$ cat src/rtl/alu_bus_responder.sv
// alu_bus_responder: responder for the 4-bit ALU core's BUSREQ protocol.
// Serves operand indices from a host-loaded FIFO and register reads from a
// local register file. It also captures the core's result and carry when the
// core raises done.
module alu_bus_responder #(
    parameter int          DEPTH        = 16,
    parameter int          QDEPTH       = 4,
    parameter logic [3:0]  DEFAULT_OPND = 4'd3
) (
    input  logic       clk,
    input  logic       rst_n,
    input  logic [3:0] busreq,
    input  logic [3:0] rd_idx,
    output logic [3:0] opnd_idx,
    output logic       opnd_drive,
    output logic [3:0] rd_data,
    input  logic       core_done,
    input  logic       core_carry,
    input  logic [3:0] core_result,
    input  logic       wb_en,
    input  logic [3:0] wb_idx,
    input  logic       host_we,
    input  logic [3:0] host_addr,
    input  logic [3:0] host_wdata,
    output logic [3:0] host_rdata,
    input  logic       q_push,
    input  logic [3:0] q_wdata,
    output logic       q_full,
    output logic       q_empty,
    output logic       carry_flag,
    output logic       err
);

    // Register index width; upper index bits alias modulo DEPTH.
    localparam int IW = (DEPTH > 1) ? $clog2(DEPTH) : 1;
    // FIFO address width; pointers carry one extra wrap bit.
    localparam int AW = (QDEPTH > 1) ? $clog2(QDEPTH) : 1;

    localparam logic [3:0] REQ_IDLE = 4'b0000;
    localparam logic [3:0] REQ_READ = 4'b0001;
    localparam logic [3:0] REQ_NEXT = 4'b0011;

    localparam logic [AW:0] PTR_ONE = {{AW{1'b0}}, 1'b1};

    // Map a 4-bit register index onto the implemented register file.
    function automatic logic [IW-1:0] reg_sel(input logic [3:0] idx);
        reg_sel = idx[IW-1:0];
    endfunction

    logic [3:0]  regs_r [DEPTH];
    logic [3:0]  fifo_r [QDEPTH];
    logic [AW:0] wr_ptr_r;
    logic [AW:0] rd_ptr_r;
    logic [3:0]  busreq_q_r;
    logic        done_q_r;
    logic [3:0]  opnd_idx_r;
    logic        opnd_drive_r;
    logic [3:0]  rd_data_r;
    logic        carry_flag_r;
    logic        err_r;

    logic        accept_s;
    logic        fifo_empty_s;
    logic        fifo_full_s;
    logic        pop_s;
    logic        push_ok_s;
    logic        push_drop_s;
    logic        bad_code_s;
    logic        wb_fire_s;

    // Request edge detect, FIFO status and the push/pop/error decisions.
    always_comb begin
        accept_s     = (busreq != busreq_q_r);
        fifo_empty_s = (wr_ptr_r == rd_ptr_r);
        fifo_full_s  = (wr_ptr_r[AW] != rd_ptr_r[AW]) &&
                       (wr_ptr_r[AW-1:0] == rd_ptr_r[AW-1:0]);
        // The pop is decided first, so a full FIFO can accept a push on the
        // same edge. An empty FIFO never pops, even if a push arrives.
        pop_s        = accept_s && (busreq == REQ_NEXT) && !fifo_empty_s;
        push_ok_s    = q_push && (!fifo_full_s || pop_s);
        push_drop_s  = q_push && fifo_full_s && !pop_s;
        wb_fire_s    = core_done && !done_q_r;
        bad_code_s   = 1'b0;
        if (accept_s) begin
            case (busreq)
                REQ_IDLE: bad_code_s = 1'b0;
                REQ_READ: bad_code_s = 1'b0;
                REQ_NEXT: bad_code_s = 1'b0;
                default:  bad_code_s = 1'b1;
            endcase
        end else begin
            bad_code_s = 1'b0;
        end
    end

    // Bus request servicing, edge samplers, carry capture and sticky error.
    always_ff @(posedge clk or negedge rst_n) begin
        if (!rst_n) begin
            busreq_q_r   <= 4'd0;
            done_q_r     <= 1'b0;
            opnd_idx_r   <= 4'd0;
            opnd_drive_r <= 1'b0;
            rd_data_r    <= 4'd0;
            carry_flag_r <= 1'b0;
            err_r        <= 1'b0;
        end else begin
            busreq_q_r <= busreq;
            done_q_r   <= core_done;
            if (accept_s) begin
                case (busreq)
                    REQ_IDLE: opnd_drive_r <= 1'b0;
                    REQ_NEXT: begin
                        opnd_idx_r   <= pop_s ? fifo_r[rd_ptr_r[AW-1:0]] : DEFAULT_OPND;
                        opnd_drive_r <= 1'b1;
                    end
                    // Reads the pre-write value; same-edge writes are not bypassed.
                    REQ_READ: rd_data_r <= regs_r[reg_sel(rd_idx)];
                    default:  opnd_drive_r <= opnd_drive_r;
                endcase
            end
            if (wb_fire_s) begin
                carry_flag_r <= core_carry;
            end
            if (bad_code_s || push_drop_s) begin
                err_r <= 1'b1;
            end
        end
    end

    // Register file: host write, then core write-back so the latter wins a tie.
    always_ff @(posedge clk or negedge rst_n) begin
        if (!rst_n) begin
            for (int i = 0; i < DEPTH; i++) begin
                regs_r[i] <= 4'd0;
            end
        end else begin
            if (host_we) begin
                regs_r[reg_sel(host_addr)] <= host_wdata;
            end
            if (wb_fire_s && wb_en) begin
                regs_r[reg_sel(wb_idx)] <= core_result;
            end
        end
    end

    // Operand-index FIFO storage and pointers.
    always_ff @(posedge clk or negedge rst_n) begin
        if (!rst_n) begin
            for (int i = 0; i < QDEPTH; i++) begin
                fifo_r[i] <= 4'd0;
            end
            wr_ptr_r <= '0;
            rd_ptr_r <= '0;
        end else begin
            if (push_ok_s) begin
                fifo_r[wr_ptr_r[AW-1:0]] <= q_wdata;
                wr_ptr_r                 <= wr_ptr_r + PTR_ONE;
            end
            if (pop_s) begin
                rd_ptr_r <= rd_ptr_r + PTR_ONE;
            end
        end
    end

    assign opnd_idx   = opnd_idx_r;
    assign opnd_drive = opnd_drive_r;
    assign rd_data    = rd_data_r;
    assign carry_flag = carry_flag_r;
    assign err        = err_r;
    assign q_full     = fifo_full_s;
    assign q_empty    = fifo_empty_s;
    assign host_rdata = regs_r[reg_sel(host_addr)];

endmodule

$ cat config.mk
export PLATFORM = sky130hd
export DESIGN_NAME = alu_bus_responder
export DESIGN_NICKNAME = d
export VERILOG_FILES = /design/src/rtl/alu_bus_responder.sv
export SDC_FILE = /design/constraint.sdc
export NUM_CORES = 1
export LEC_CHECK = 0
export ABC_CLOCK_PERIOD_IN_PS = 2640
export BUFFER_PORTS_ARGS = -buffer_cell sky130_fd_sc_hd__buf_2
export CAP_MARGIN = 20
export CORE_MARGIN = 5
export CORE_UTILIZATION = 45
export CTS_BUF_LIST = sky130_fd_sc_hd__clkbuf_8
export CTS_CLUSTER_DIAMETER = 30
export DETAILED_ROUTE_END_ITERATION = 7
export GPL_TIMING_DRIVEN = 0
export PLACE_DENSITY_LB_ADDON = 0.05
export REMOVE_ABC_BUFFERS = 1
export SLEW_MARGIN = 25
export SYNTH_ARGS = -nofsm -noshare
export SYNTH_HDL_FRONTEND = slang
export SYNTH_SLANG_ARGS = --single-unit
export TNS_END_PERCENT = 100
$ cat constraint.sdc
create_clock -name clk -period 2.64 [get_ports clk]
set_input_delay 0.528 -clock clk [delete_from_list [all_inputs] [get_ports clk]]
set_output_delay 0.528 -clock clk [all_outputs]
set_load 0.03 [all_outputs]
# Word level (Yosys, flattened, before mapping)
# Index checks and enable logic that the tools add are counted.
[classes]
add_sub_neg = 2
n_lt_le_gt_ge = 8
n_eq_ne = 6
n_mux = 24
bitwise_logic = 5
reduce_logical = 23
[ops]
columns = ["cell", "count"]
rows = [
  ["$bwmux 64", 2],
  ["$mux 64", 2],
  ["$mux 4", 10],
  ["$bmux 4 s4", 2],
  ["$demux 4 s4", 2],
  ["$bwmux 16", 1],
  ["$ge 5x5->1 const B", 3],
  ["$not 4->5", 3],
  ["$logic_and 1x1->1", 11],
  ["$lt 5x1->1 const B", 2],
  ["$bmux 4 s2", 1],
  ["$demux 4 s2", 1],
  ["$add 3x1->3 const B", 2],
  ["$ge 3x3->1 const B", 2],
  ["$not 2->3", 2],
  ["$reduce_and 2->1", 3],
  ["$eq 4x1->1 const B", 1],
  ["$eq 4x2->1 const B", 1],
  ["$logic_not 1->1", 4],
  ["$logic_not 4->1", 1],
  ["$ne 4x4->1", 1],
  ["$eq 3x3->1", 1],
  ["$lt 3x1->1 const B", 1],
  ["$reduce_or 3->1", 1],
  ["6 further kinds", 8],
]
[totals]
reg_bits = 102
elab_cells = 97

# Longest topological paths before layout
[logic_depth]
ltp_word = 9
ltp_mapped = 6
ltp_nobuf = 5

# Least setup slack after synthesis
# OpenSTA, ideal clock, no wires.
[synth_path]
path_type = "input -> output"
from = "input port host_addr[0]"
to = "output port host_rdata[0]"
t_arrival_ps = 2091
required_time_ps = 2112
slack_ps = 21
stages = 4
n_path_buf = 2
cell_sequence = "buf_4 > buf_2 > mux4_2 > mux4_2"
[synth_via]
elab_chain_len = 4
[synth_lines]
columns = ["element", "line_no", "rtl"]
rows = [
  ["from (decl)", "23", "input logic [3:0] host_addr,"],
  ["$not 4->5 (implied by the code)", "172", "assign host_rdata = regs_r[reg_sel(host_addr)];"],
  ["$bmux 4 s4", "172", ""],
  ["$mux 4 (implied by the code) (2 in series)", "172", ""],
  ["to (decl)", "25", "output logic [3:0] host_rdata,"],
]
# No other way between the ends. The select of a mux whose other input is x is not followed.

# Final worst setup path
[layout_path]
from = "input port host_addr[0]"
to = "output port host_rdata[2]"
# The elaborated chain is that of the path after synthesis.

==> metrics <==
Chip Height=124 um; DIE WIDTH=124 um; number of buffers created by CTS=9; post-synthesis register bit count=102; core area=0.0127 mm^2; H-tree depth=3; # Post-CTS Setup Buffers=0; PostCTS Resize Cnt=3; maxcap violations=0; WP data required=2.11 ns; clock slew at reported path FFs=0.10 ns; via count=4,170; mux cell area share after synthesis=30.8%; RSZ-0062 raised after global routing=false; Max Freq=388 MHz; Ys Warns=0; launch point of the critical path=host_addr[0]; CP Launch Type=input pin; CTS tree=done; die area=0.0154 mm^2; Total Routed Length=15,500 um; Setup CP Type=in2out; clock latency on the worst-skew pair=0.40 ns; adder-cell share of the synthesized area=1.07%; largest net degree at the start of global routing=61; number of remaining DRC errors=0; Hold/Removal Path Class=in2async; status=finished, final reports clean; leakage=2.68 nW; fin crit period=2.57 ns; # IOs=52; CTS sink count=102; overall routing resource usage=21.3%; Cell variety after synth=36; Clock Skew=0.0129 ns; worst-path fanout max=22; period utilization=97.5%; Ant. Diodes=0; PwrDens=844 mW/mm^2; Worst R2R Start=busreq_q_r[1]; Final Hold Viols=0; critical path capture point type=primary output; simple-gate portion of the synthesized area=11.9%; worst-margin pin slew=1.04 ns; Rows=41; Final Setup Violations=0; Setup TNS=0 ns; post-DP HPWL=11,000 um; GPL Wtd Cong=0.869; vias per std cell=5.78; PortBufs=51; fin cells=721; DP Cell Count=705; highest ir drop seen on vdd=0.439 mV; 1st-iter DRT viols=418; TritonRoute pass-1 iters=5; total grt overflow=0; Layout area overhead=10.1%; vias in the first global route=4,051; combinational family with the most area after synthesis=multiplexers; Wirelength per Cell=21.5 um; Synth Area in XOR/XNOR=1.65%; layout cell share with drive strength beyond 1=25.3%; Final Slew Violations=0; CP Data Arrival Time=2.05 ns; synthesized area=0.00585 mm^2; sequential area share after synthesis=43.7%; Final Power=5.43 mW; cts hold-fix bufs=0; root cell of the clock tree=clkbuf_8; Clock Path Buffers=2; Worst slew margin=30.3%; initial antenna violation count=0; post-synthesis compound-gate area fraction=7.94%; number of nets with antenna violations after routing=0; starting density of the core=46.1%; # nets final=584; Mapped Cells=520; first-pass GRT wire length=23,900 um; Mean Syn Cell Area=11.2 um^2
-- metal layers --
metal / GRT usage (%) / wire length (um) / vias up
li1: - / - / 1941
met1: 33.0 / 7360 / 2072
met2: 28.4 / 6520 / 145
met3: 8.08 / 1430 / 12
met4: 4.24 / 177 / 0
met5: 0 / 0 / -
-- final cells by class --
cell class | instances | area, um^2
Tap cell | 172 | 215
Inverter | 5 | 18.8
Clock inverter | 7 | 92.6
Sequential cell | 102 | 2550
Timing Repair Buffer | 52 | 298
Clock buffer | 9 | 124
Multi-Input combinational cell | 374 | 3130
Fill cell | 1167 | 6240
-- flip-flops by register name (all words and copies together) (netlist names) --
signal      cells
opnd_drive      1
regs_r         64
err             1
busreq_q_r      4
opnd_idx        4
carry_flag      1
fifo_r         16
rd_ptr_r        3
done_q_r        1
rd_data         4
wr_ptr_r        3
-- final timing paths --
path	end	slack (ns)	cells past startpoint
setup / recovery	host_rdata[2]	0.07	4
hold / removal	regs_r[62]	0.04	1
setup reg to reg	fifo_r[11]	0.39	4
hold reg to reg	err	0.48	2
max in group asynchronous	busreq_q_r[0]	1.96	2
min in group clk	done_q_r	0.27	1
-- per-stage QoR --
step / hold WS [ns] / cell area (um^2) / setup WS, ns / utilization [%]
2_1_floorplan: 0.232 / 5690 / 0.544 / -
3_3_place_gp: 0.450 / 6160 / -0.242 / 48.6
3_5_place_dp: 0.464 / 6200 / -0.250 / 49.0
4_1_cts: 0.0393 / 6430 / 0.0533 / 50.7
5_1_grt: 0.0381 / 6430 / 0.00464 / 50.8
6_report: 0.0360 / 6430 / 0.0653 / 50.8
-- logic make-up (layout without fill, tap and decap cells) --
group,count (synthesis),count (layout)
DFF,102,102
AOI/OAI and AO/OA,84,84
muxes,127,127
and+or+nand+nor,147,147
adders and majority gates,5,5
xor gates and xnor gates,11,11
buffers and inverters,44,73
-- synth_stat cells --
library cell  instances  area [um^2]
dfrtp_1             102         2550
mux2i_1              64          641
nand2_1              48          180
nor2_1               47          176
mux4_2               40          901
o21ai_0              39          195
a21oi_1              36          180
clkbuf_1             23         86.3
mux2_2               23          259
nand3_1              10         50.1
buf_1                 9         33.8
nand2b_1              9         56.3
xor2_1                9         78.8
or3_1                 8         50.1
nor3_1                7         35.0
buf_2                 6         30.0
ha_1                  5         62.6
inv_1                 5         18.8
a22oi_1               4         30.0
nor2b_1               4         25.0
or4_1                 3         22.5
nand3b_1              2         15.0
nor3b_1               2         15.0
nor4_1                2         12.5
xnor2_1               2         17.5
a21boi_1              1         7.51
a21oi_2               1         8.76
a31oi_1               1         6.26
and4bb_2              1         12.5
buf_4                 1         7.51
nand4b_1              1         8.76
nand4bb_1             1         11.3
nor3_2                1         10.0
nor3b_2               1         12.5
o41ai_1               1         8.76
o41ai_4               1         27.5
-- cell usage in the layout, fill, tap and decap left out, types with 2 or more instances in the layout --
master | Yosys | layout
a21oi_1 | 36 | 36
or3_1 | 8 | 8
buf_6 | 0 | 2
inv_1 | 5 | 5
xor2_1 | 9 | 9
nor3_2 | 1 | 2
buf_2 | 6 | 48
nor3b_1 | 2 | 2
clkinv_4 | 0 | 3
nor2b_1 | 4 | 4
clkbuf_8 | 0 | 9
nand3_1 | 10 | 10
o21ai_0 | 39 | 39
nand2_1 | 48 | 48
nand3b_1 | 2 | 2
xnor2_1 | 2 | 2
nor4_2 | 0 | 2
or4_1 | 3 | 3
nor2_1 | 47 | 47
dfrtp_1 | 102 | 102
mux2_2 | 23 | 23
nor3_1 | 7 | 6
mux2i_1 | 64 | 64
a22oi_1 | 4 | 4
nand2b_1 | 9 | 9
mux4_2 | 40 | 40
ha_1 | 5 | 5
-- critical path: stages --
cell and delay (ns):
buf_6 0.23, mux4_2 0.56, mux4_2 0.51, buf_2 0.20
-- report_power, final --
part	total [mW]	internal, mW	leakage, nW	switching (mW)
combinational	1.83	0.923	1.34	0.907
sequential	2.51	2.05	1.23	0.458
clock	1.09	0.461	0.109	0.627
total	5.43	3.44	2.68	1.99
Power figures use the tool's default switching activity.
